### config.mk
export PLATFORM = sky130hd
export DESIGN_NAME = flow_ctrl
export DESIGN_NICKNAME = d
export VERILOG_FILES = /design/src/rtl/flow_ctrl.sv
export SDC_FILE = /design/constraint.sdc
export NUM_CORES = 1
export LEC_CHECK = 0
export ABC_AREA = 1
export BUFFER_PORTS_ARGS = -buffer_cell sky130_fd_sc_hd__buf_2
export CELL_PAD_IN_SITES_DETAIL_PLACEMENT = 1
export CELL_PAD_IN_SITES_GLOBAL_PLACEMENT = 1
export CORE_ASPECT_RATIO = 1.4
export CORE_MARGIN = 4
export CORE_UTILIZATION = 20
export DETAILED_ROUTE_END_ITERATION = 8
export PLACE_DENSITY = 0.82
export SLEW_MARGIN = 20
export SYNTH_ARGS = -nofsm -noshare
export SYNTH_HDL_FRONTEND = slang
export SYNTH_SLANG_ARGS = --single-unit
### constraint.sdc
create_clock -name clk -period 1.25 [get_ports clk]
set_input_delay 0.0625 -clock clk [delete_from_list [all_inputs] [get_ports clk]]
set_output_delay 0.0625 -clock clk [all_outputs]
set_load 0.01 [all_outputs]
### src/rtl/flow_ctrl.sv
// Pipeline flow controller: jump redirect, stall hold and a fixed-length flush, Mealy outputs.
// Optional trap redirect is compiled in with FLOW_CTRL_TRAP_EN (adds trap_req_i / trap_vec_i).
module flow_ctrl #(
  parameter int unsigned FLUSH_CYCLES = 2
) (
  input  logic        clk,
  input  logic        rst,
  input  logic        jump_req_i,
  input  logic [31:0] jump_addr_i,
  input  logic        stall_ex_i,
  input  logic        stall_bus_i,
  output logic        jump_en_o,
  output logic [31:0] jump_addr_o,
  output logic        hold_flag_o,
  output logic        flush_o
`ifdef FLOW_CTRL_TRAP_EN
  ,
  input  logic        trap_req_i,
  input  logic [31:0] trap_vec_i
`endif
);

  typedef enum logic [1:0] {
    IDLE  = 2'd0,
    STALL = 2'd1,
    FLUSH = 2'd2
  } state_e;

  localparam logic [3:0] FLUSH_LOAD  = 4'(FLUSH_CYCLES - 1);
  localparam logic       FLUSH_AFTER = (FLUSH_CYCLES > 1);

  state_e      state_q, state_d;
  logic [3:0]  cnt_q, cnt_d;
  logic        redirect;
  logic [31:0] redirect_addr;

  // Jumps seen during FLUSH are wrong-path and must not redirect.
  always_comb begin
    redirect      = 1'b0;
    redirect_addr = '0;
`ifdef FLOW_CTRL_TRAP_EN
    if (trap_req_i) begin
      redirect      = 1'b1;
      redirect_addr = trap_vec_i;
    end else
`endif
    if (jump_req_i && (state_q != FLUSH)) begin
      redirect      = 1'b1;
      redirect_addr = jump_addr_i;
    end
  end

  always_comb begin
    state_d     = state_q;
    cnt_d       = cnt_q;
    jump_en_o   = 1'b0;
    jump_addr_o = '0;
    hold_flag_o = 1'b0;
    flush_o     = 1'b0;
    if (!rst) begin
      state_d = IDLE;
      cnt_d   = '0;
    end else if (redirect) begin
      jump_en_o   = 1'b1;
      hold_flag_o = 1'b1;
      jump_addr_o = redirect_addr;
      flush_o     = 1'b1;
      state_d     = FLUSH_AFTER ? FLUSH : IDLE;
      cnt_d       = FLUSH_LOAD;
    end else begin
      unique case (state_q)
        IDLE: begin
          if (stall_ex_i || stall_bus_i) begin
            hold_flag_o = 1'b1;
            state_d     = STALL;
          end
        end
        STALL: begin
          if (stall_ex_i || stall_bus_i) begin
            hold_flag_o = 1'b1;
          end else begin
            state_d = IDLE;
          end
        end
        FLUSH: begin
          // Only a bus wait can hold the PC here; the counter runs regardless.
          flush_o     = 1'b1;
          hold_flag_o = stall_bus_i;
          cnt_d       = cnt_q - 4'd1;
          if (cnt_q <= 4'd1) begin
            state_d = IDLE;
            cnt_d   = '0;
          end
        end
        default: begin
          state_d = IDLE;
          cnt_d   = '0;
        end
      endcase
    end
  end

  always_ff @(posedge clk or negedge rst) begin
    if (!rst) begin
      state_q <= IDLE;
      cnt_q   <= '0;
    end else begin
      state_q <= state_d;
      cnt_q   <= cnt_d;
    end
  end

endmodule

==> impl_metrics.py <==
metrics = {
    "outcome": {
        "status": "complete, but fails checks",
        "violations": "negative setup slack",
    },
    "global_route": {
        "gr-total-overflow": 0,
        "grt_pass1_wl_mm": 4.457,
        "grt_pass1_vias": 1040,
        "grt_max_degree": 19,
        "globalRouteTotalUtil_pct": 12.85,
        "antenna_found_initial": 0,
    },
    "clock_tree": {
        "clock_path_buffers": 2,
        "clk_pin_slew_worst_paths_ns": 0.03,
        "cts_tree": "yes",
        "clock_latency_ns": 0.23,
        "clkSinkCount": 6,
        "htree_levels": 1,
        "numCtsBuffers": 3,
        "cts-root-buf": "clkbuf_8",
    },
    "critical_path": {
        "worstSetupEndpointType": "primary output",
        "required_ns": 1.19,
        "start_kind": "register",
        "arrival_ns": 1.25,
        "critPathKind": "register to primary output",
        "crit_path_max_fanout": 18,
    },
    "synthesis": {
        "syn_nets": 156,
        "synth_cell_type_count": 20,
        "yosys_warnings": 0,
        "ys.flop_type": "dfrtp_1",
        "syn-instance-count": 117,
        "synth_top_cell_by_area": "dfrtp_1",
        "avgSynthCellArea_um2": 5.818,
        "synth-edff-count": 0,
        "yosysSeqAreaShare_pct": 22.06,
        "yosys-top-cells-area": "dfrtp_1 (22%), inv_1 (22%), nor2_1 (20%)",
        "netlist_area_um2": 680.7,
        "async_flop_share_pct": 100.0,
        "ys_seq_elements": 6,
        "synth_top_cell_area_share_pct": 22.06,
    },
    "floorplan": {
        "die_w_um": 57.31,
        "initial_core_util_pct": 21.38,
        "placementRows": 24,
        "fp.dieArea_um2": 4414,
        "core-area_um2": 3183,
        "ios": 72,
        "die_y_um": 77.03,
    },
    "layout": {
        "mostFrequentLayoutCells": "buf_2 (70), inv_1 (38), nor2_1 (22)",
        "antenna_cells": 0,
        "final_common_cell": "buf_2",
        "drive_gt1_share_pct": 54.27,
        "synthToLayoutAreaGrowth_pct": 85.29,
        "fin_cells": 238,
        "nets": 240,
        "nFillCells": 457,
        "utilization_pct": 39.62,
    },
    "timing": {
        "rsz0062_at_grt": "true",
        "setup_tns_ns": -1.680,
        "worst_pin_slew_ns": 0.2979,
        "period_needed_ns": 1.317,
        "finalSetupViolCount": 34,
        "maxSlewHeadroom_pct": 79.98,
        "hold_viol": 0,
        "fin_ws_ns": -0.06701,
        "max_freq_ghz": 0.7593,
        "post-route-period-util_pct": 105.4,
        "final.setup_skew_ns": 0.002943,
        "slew_violations": 0,
    },
    "pwr": {
        "power.density_nw_per_um2": 786.2,
        "power_leakage_nw": 0.8499,
        "peakVddDrop_v": 0.0004464,
    },
    "routing": {
        "ant_nets": 0,
        "num_vias": 1004,
        "drtPass1Iterations": 4,
        "routed_via_density": 4.218,
        "first_iter_violations": 13,
        "wire_per_inst_um": 11.45,
        "routed_wl_mm": 2.724,
        "drcViolationCount": 0,
    },
    "placement": {
        "gp_congestion": 0.7416,
        "hpwlAfterDp_mm": 2.033,
        "place_inst": 226,
        "port_buffers": 71,
    },
    "hold_path": {
        "hold_path.class": "input port to register",
    },
    "run": {
        "cap_violations": 0,
    },
}
## routing by layer
layer | vias to the layer above | share of wire (%) | global-route usage, %
met4 | 0 | 4.0 | 8.353
met2 | 61 | 51 | 24.26
met1 | 437 | 34 | 11.54
li1 | 497 | - | -
met3 | 9 | 11 | 3.193
met5 | - | 0 | 0
## worst max-delay path, stage by stage (launching register included)
cell and delay (ns):
dfrtp_1 0.37, inv_2 0.06, nand2_4 0.09, nand3_4 0.10, buf_12 0.17, nor2_1 0.09, buf_2 0.13
## power breakdown
part           internal [mW]  switching [mW]  leakage, nW
logic                  0.213           0.243        0.749
clock network          0.207          0.0905       0.0216
registers              0.217          0.0206       0.0798
total                  0.638           0.354        0.850
## cell families after synthesis
kind of cell    after synthesis  share of synthesized area [%]
simple gates                 55                          36.95
flops                         6                          22.06
fa+ha+maj                     2                          3.676
buf+inv                      44                          27.94
compound gates               10                          9.376
## path summary, 6_finish.rpt
| check | start | endpoint | slack (ns) | cells after the start |
|---|---|---|---|---|
| max in group asynchronous | rst | cnt_q[1] | 0.62 | 3 |
| min in group asynchronous | rst | cnt_q[2] | 0.27 | 2 |
| max | state_q[0] | jump_addr_o[28] | -0.07 | 6 |
| min reg2reg | cnt_q[3] | cnt_q[3] | 0.54 | 2 |
| min | jump_req_i | state_q[0] | 0.24 | 4 |
| max reg2reg | state_q[1] | cnt_q[2] | 0 | 5 |
## cells in the mapped netlist, types with 2 or more instances
master	instances
nor2_1	36
a21oi_1	6
nand3_1	5
buf_6	2
dfrtp_1	6
inv_1	40
o21ai_0	2
ha_1	2
nand2_1	7
## metrics by stage
step | worst slack (ns) | cell area [um2] | power, mW | hold WS, ns
after floorplan | 0.1333 | 680.7 | 0.4616 | -0.2331
after global placement | 0.07728 | 1076 | 0.6000 | -0.1082
after detailed placement | -0.01935 | 1076 | 0.6148 | -0.1090
after CTS | -0.04903 | 1205 | 0.9815 | 0.2272
after global routing | -0.1515 | 1261 | 1.065 | 0.2582
final | -0.06701 | 1261 | 0.9916 | 0.2363
## registers in the layout, indices dropped and copies added, names as in the netlist
signal   count
cnt_q        4
state_q      2
## area by class of cell
type                            count  area [um2]  share of cell area (%)
Inverter                           41       153.9                   12.20
Tap cell                           39       48.80                   3.869
Timing Repair Buffer               82       481.7                   38.19
Sequential cell                     6       150.1                   11.90
Multi-Input combinational cell     67       385.4                   30.56
Clock buffer                        3       41.29                   3.274
## timing repair
item / CTS / global route
endpoints found under the hold margin: 6 / 0
hold buffers: 2 / 0
gates resized for setup: 4 / 19
pin swaps: 1 / 0
cloned: 1 / 0
buffers inserted: 5 / 1
endpoints found under the setup margin: 35 / 40
(Power assumes the default switching activity.)
